<file path="config.mk">
export PLATFORM = sky130hd
export DESIGN_NAME = serial_xnor_correlator
export DESIGN_NICKNAME = d
export VERILOG_FILES = /design/src/rtl/serial_xnor_correlator.sv
export SDC_FILE = /design/constraint.sdc
export NUM_CORES = 1
export LEC_CHECK = 0
export ABC_CLOCK_PERIOD_IN_PS = 11300
export CELL_PAD_IN_SITES_DETAIL_PLACEMENT = 2
export CELL_PAD_IN_SITES_GLOBAL_PLACEMENT = 2
export CORE_MARGIN = 10
export CORE_UTILIZATION = 37
export CTS_CLUSTER_DIAMETER = 100
export CTS_CLUSTER_SIZE = 16
export DETAILED_ROUTE_END_ITERATION = 16
export GPL_TIMING_DRIVEN = 0
export PLACE_DENSITY_LB_ADDON = 0.1
export SYNTH_ARGS = -nofsm -noshare
export SYNTH_HDL_FRONTEND = slang
export SYNTH_SLANG_ARGS = --single-unit
</file>
<file path="constraint.sdc">
create_clock -name clk -period 11.3 [get_ports clk]
set_input_delay 2.825 -clock clk [delete_from_list [all_inputs] [get_ports clk]]
set_output_delay 2.825 -clock clk [all_outputs]
set_load 0.01 [all_outputs]
</file>
<file path="src/rtl/serial_xnor_correlator.sv">
// serial_xnor_correlator: serial-in sliding window compared against a loadable
// reference pattern by XNOR; counts agreeing positions and pulses detect when
// the full window agrees in at least THRESH positions.
//   clk         system clock, rising edge
//   rst_n       asynchronous active-low reset
//   pat_load    load pat_in as reference; clears window, fill and outputs
//   pat_in      reference pattern (WIDTH bits)
//   bit_valid   shift bit_in into the window this cycle
//   bit_in      serial data, pattern MSB first
//   match_cnt   registered XNOR popcount of window vs pattern
//   window_full at least WIDTH bits shifted since reset/load
//   detect      one-cycle detection pulse
//   hits        saturating count of detect pulses (cleared by reset only)
module serial_xnor_correlator #(
   parameter int WIDTH  = 8,
   parameter int THRESH = 8,
   parameter int CNT_W  = 4
) (
   input  logic             clk,
   input  logic             rst_n,
   input  logic             pat_load,
   input  logic [WIDTH-1:0] pat_in,
   input  logic             bit_valid,
   input  logic             bit_in,
   output logic [CNT_W-1:0] match_cnt,
   output logic             window_full,
   output logic             detect,
   output logic [7:0]       hits
);
   localparam logic [CNT_W-1:0] FULL = CNT_W'(WIDTH);
   localparam logic [CNT_W-1:0] THR  = CNT_W'(THRESH);
   logic [WIDTH-1:0] pattern, window, win_nx, agree;
   logic [CNT_W-1:0] fill, fill_nx, cnt_nx;
   logic             det_nx;
   // Everything is evaluated on the window that already includes bit_in,
   // so the registered outputs reflect the bit sampled at the same edge.
   always_comb begin
      win_nx  = {window[WIDTH-2:0], bit_in};
      fill_nx = (fill == FULL) ? fill : fill + CNT_W'(1);
      agree   = ~(win_nx ^ pattern);
      cnt_nx  = '0;
      for (int i = 0; i < WIDTH; i++) cnt_nx = cnt_nx + CNT_W'(agree[i]);
      det_nx  = (fill_nx == FULL) && (cnt_nx >= THR);
   end
   always_ff @(posedge clk or negedge rst_n) begin
      if (!rst_n) begin
         pattern     <= '0;
         window      <= '0;
         fill        <= '0;
         match_cnt   <= '0;
         window_full <= 1'b0;
         detect      <= 1'b0;
         hits        <= '0;
      end else if (pat_load) begin
         pattern     <= pat_in;
         window      <= '0;
         fill        <= '0;
         match_cnt   <= '0;
         window_full <= 1'b0;
         detect      <= 1'b0;
      end else if (bit_valid) begin
         window      <= win_nx;
         fill        <= fill_nx;
         match_cnt   <= cnt_nx;
         window_full <= fill_nx == FULL;
         detect      <= det_nx;
         if (det_nx && hits != 8'hFF) hits <= hits + 8'd1;
      end else begin
         detect      <= 1'b0;
      end
   end
endmodule

</file>
; ---- Word level (Yosys, flattened, before mapping)
; Index checks and enable logic that the tools add are counted.
; W data, S select, Z words.
[word_totals]
ff_bits = 33
input_bits = 13
out_inout_bits = 14
word_cells = 38
[op_classes]
n_addsub = 9
magnitude_cmp = 1
n_eq_ne = 3
muxes = 11
bitwise = 3
n_reduce_logical = 4
[op_table]
columns = cell, count
row1 = $mux W4, 5
row2 = $add A4 B1 Y4, 4
row3 = $mux W7, 2
row4 = $add A8 B1 Y8 const B, 1
row5 = $eq A4 B4 Y1 const B, 2
row6 = $ne A8 B8 Y1 const B, 1
row7 = $not A8 Y8, 1
row8 = $xor A8 B8 Y8, 1
row9 = $add A3 B1 Y4, 1
row10 = $add A4 B1 Y4 const B, 1
row11 = $ge A4 B4 Y1 const B, 1
row12 = $mux W1, 4
row13 = $add A2 B1 Y3, 1
row14 = $reduce_and A3 Y1, 1
row15 = $add A1 B1 Y2, 1
row16 = $logic_and A1 B1 Y1, 2
row17 = $reduce_bool A2 Y1, 1
row18 = $not A1 Y1, 1

; ---- Logic depth before layout (Yosys ltp)
[logic_depth]
word_depth = 13
depth_mapped = 11
ltp_nobuf = 11

; ---- Least setup slack after synthesis
; Ideal clock, no wire load.
[synth_path]
kind = input-to-reg
start = input port bit_in
end = register hits[1]
setup_ns = 0.125
arrival_time_ns = 5.988
required_time_ns = 11.175
path_slack_ns = 5.187
path_stages = 11
n_path_buf = 0
cell_sequence = xor2_1 fa_1 fa_1 inv_1 fa_1 ha_1 a21oi_1 or3_1 nor2_1 nand2_4 mux2_4
[synth_via]
elab_chain_cells = 13
[synth_lines]
columns = item, line_no
row1 = from (decl), 24  ; input logic bit_in,
row2 = $xor A8 B8 Y8, 40  ; agree = ~(win_nx ^ pattern);
row3 = $not A8 Y8, 40
row4 = $add A1 B1 Y2, 42  ; for (int i = 0; i < WIDTH; i++) cnt_nx = cnt_nx + CNT_W'(agree[i]);
row5 = $add A2 B1 Y3, 42
row6 = $add A3 B1 Y4, 42
row7 = $add A4 B1 Y4 (4 in series), 42
row8 = $ge A4 B4 Y1, 43  ; det_nx = (fill_nx == FULL) && (cnt_nx >= THR);
row9 = $logic_and A1 B1 Y1, 43
row10 = $logic_and A1 B1 Y1, 67  ; if (det_nx && hits != 8'hFF) hits <= hits + 8'd1;
row11 = $reduce_and A3 Y1 (no source line), n/a
row12 = to (signal assigned), 67
row13 = to (decl), 28  ; output logic [7:0] hits
; Every way passes these cells.
; A chain may end at the register's enable or synchronous reset.

; ---- Worst setup path after layout
; Same ends and word-level chain as after synthesis.

==> impl_results.md <==
* Tot GR Track Use at 11.7%
* WP data required at 11.47 ns
* Clock Skews at 0.00596 ns
* Final WL at 4170 µm
* Worst path arrival time at 6.78 ns
* Final non-filler cell total at 226
* DP HPWL at 3110 µm
* Worst vdd ir at 0.0000531 V
* Area growth syn-to-layout at 25.9%
* Longest Clk Path Bufs at 2
* Post-CTS Setup Inserts at 0
* Final Cycle Share at 58.4%
* FILL cells at 446
* CTS tree: done
* Remaining DRCs at 0
* DRT Pass-1 Iters at 2
* CP Max Fanout at 7
* Net count reported at finish at 196
* Sequential area share after synthesis at 49.3%
* DP Worst Slack at 4.40 ns
* Avg Cell Area, Syn at 11.8 µm²
* Switch Pwr at 0.0901 mW
* Post-DRT Antenna Nets at 0
* WL/cell at 18.5 µm
* Clock power frac at 39.2%
* Combinational Power Share at 22.0%
* Starting Density at 38.2%
* Area share of the largest cell type after synthesis at 49.3%
* Internal power at 0.252 mW
* Clock Latency Late Sink at 0.29 ns
* Setup slack after layout at 4.70 ns
* GP Congestion at 0.732
* Via/cell ratio at 5.15
* CTS root buffer: clkbuf_8
* # hold bufs at CTS at 0
* Core area at 4380 µm²
* Final Max Slew Viols at 0
* Min Tclk post-route at 6.60 ns
* # clock sinks at 33
* Synth Instances at 142
* GRT overflow at 0
* Layout cells sized above 1 at 13.2%
* Initial antenna violation count at 0
* Largest net degree at the start of global routing at 34
* Syn_nets at 165
* Total power at 0.342 mW
* Routed vias at 1165
* TritonCTS Buffers at 5
* Placed cell count at 218
* Post-CTS sizing at 0
* Setup CP Type: in2reg
* RSZ-0062 raised after global routing: false
* Ports at 27
* Top cells by area, synth: dfrtp_1, mux2i_1, xnor2_1
* Final setup vio count at 0
* Clock slew at reported path FFs at 0.07 ns
* Max-capacitance violation count at 0
* Vert. Die Dim at 87.3 µm
* Max transition margin at 49.4%
* Seq pwr share at 38.8%
* Vias in the first global route at 1380
* Synth Register Bits at 33
* Ys Warns at 0
* First-pass GRT wire length at 7000 µm
* Fmax at 151 MHz
* P_leak at 0.961 nW
* Netlist Area Pre-Place at 1680 µm²
* Antenna diode count at 0
* Hold crit path type: reg2reg
* Area leader, netlist: dfrtp_1
* Setup crit start kind: input port
* Post-synth cell types at 29
* Max H-tree Level at 2
* DIE WIDTH at 87.3 µm
* Setup_tns at 0 ns
* Sw frac at 26.4%
* Worst slew pin tran at 0.759 ns
* Final Hold Vio Count at 0
* Status: finished clean
* PD cells at 162 nW/µm²
* Die area at 7620 µm²
* # rows at 24
* First DRT Iteration DRCs at 29
* Worst Setup End Kind: flop
* Port bufs at 24
==> state kept, by name, indices dropped and copies added, names as in the netlist <==
signal       count
pattern          8
hits             8
window           7
detect           1
window_full      1
match_cnt        4
fill             4
==> cell type report <==
type | count | area (µm²) | share of cell area [%]
Multi-Input combinational cell | 99 | 811 | 38.4
Buffer | 5 | 20.0 | 0.949
Tap cell | 52 | 65.1 | 3.08
Inverter | 5 | 18.8 | 0.890
Sequential cell | 33 | 826 | 39.1
Clock buffer | 5 | 68.8 | 3.26
Timing Repair Buffer | 24 | 235 | 11.2
Clock inverter | 3 | 65.1 | 3.08
==> worst max-delay path, stage by stage <==
cell and delay (ns):
clkdlybuf4s50_1 0.51, xor2_1 0.22, fa_1 0.47, fa_1 0.55
inv_1 0.05, fa_1 0.56, ha_1 0.20, a21oi_1 0.07
or3_1 0.40, nor2_1 0.52, nand2_4 0.10, mux2_4 0.31
==> path summary, 6_finish.rpt <==
| check | from | to | slack [ns] | cells after the start |
|---|---|---|---|---|
| max in group asynchronous | rst_n | match_cnt[1] | 8.21 | 1 |
| setup reg to reg | pattern[0] | hits[1] | 7.34 | 11 |
| hold reg to reg | match_cnt[3] | match_cnt[3] | 0.52 | 2 |
| hold / removal | match_cnt[3] | match_cnt[3] | 0.52 | 2 |
| setup / recovery | bit_in | hits[1] | 4.70 | 12 |
| min in group asynchronous | rst_n | detect | 2.61 | 1 |
==> synthesized netlist by cell type, drive strengths merged <==
cell and n:
dfrtp 33, nor2 18, xnor2 12, mux2i 11, mux2 9, nand3 7
xor2 7, ha 6, nand2 6, inv 5, fa 4, nand4 4
and3 3, clkbuf 3, a211oi 2, a21oi 2, buf 2, nor2b 2
and2 1, nor3b 1, o21ai 1, o31a 1, or3 1, or4b 1
==> power by group through the flow <==
stage / combinational [mW] / clock (mW) / sequential, mW
after floorplan: 0.0462 / 0 / 0.135
after global placement: 0.0727 / 0 / 0.134
after detailed placement: 0.0766 / 0 / 0.135
after CTS: 0.0772 / 0.137 / 0.133
after global routing: 0.0859 / 0.144 / 0.134
final: 0.0751 / 0.134 / 0.132
==> routing by layer <==
layer | up-vias | wire length (µm) | track usage (%)
met5 | - | 0 | 0
met4 | 0 | 36 | 3.04
met3 | 4 | 222 | 4.03
met2 | 23 | 2180 | 20.4
met1 | 603 | 1730 | 13.2
li1 | 535 | - | -
==> placed cells by master (no fill, tap or decap) <==
cell             instances
fa_1                     4
buf_2                    2
nand3_1                  7
clkbuf_8                 5
xor2_1                   7
or4b_4                   1
dfrtp_1                 33
clkbuf_1                 3
o21ai_0                  1
clkdlybuf4s50_1         23
nand2_1                  5
buf_1                    1
a211oi_4                 1
xnor2_1                 12
nor3b_1                  1
inv_1                    4
o31a_1                   1
nor2_1                  18
nand4_1                  4
clkinv_2                 1
mux2i_1                 11
a211oi_1                 1
or3_1                    1
a21oi_1                  2
ha_1                     6
and3_1                   3
and2_1                   1
mux2_4                   1
bufinv_16                2
nand2_4                  1
mux2_2                   8
inv_2                    1
nor2b_1                  2
==> through the flow <==
stage                     hold WS (ns)  utilization [%]  instance area (µm²)
after floorplan                  0.501                -                 1680
after global placement           0.486             45.2                 1980
after detailed placement         0.506             45.1                 1980
after CTS                        0.528             48.1                 2110
after global routing             0.553             48.1                 2110
final                            0.515             48.1                 2110
==> kinds of logic (layout without fill, tap and decap cells) <==
kind of cell	count (synthesis)	in the layout	synth area share (%)
compound gates	6	6	3.06
flops	33	33	49.3
simple gates	44	44	13.3
buf+inv	10	42	2.31
mux	20	20	12.8
fa+ha+maj	10	10	9.26
xor+xnor	19	19	9.93
(Power assumes the default switching activity.)
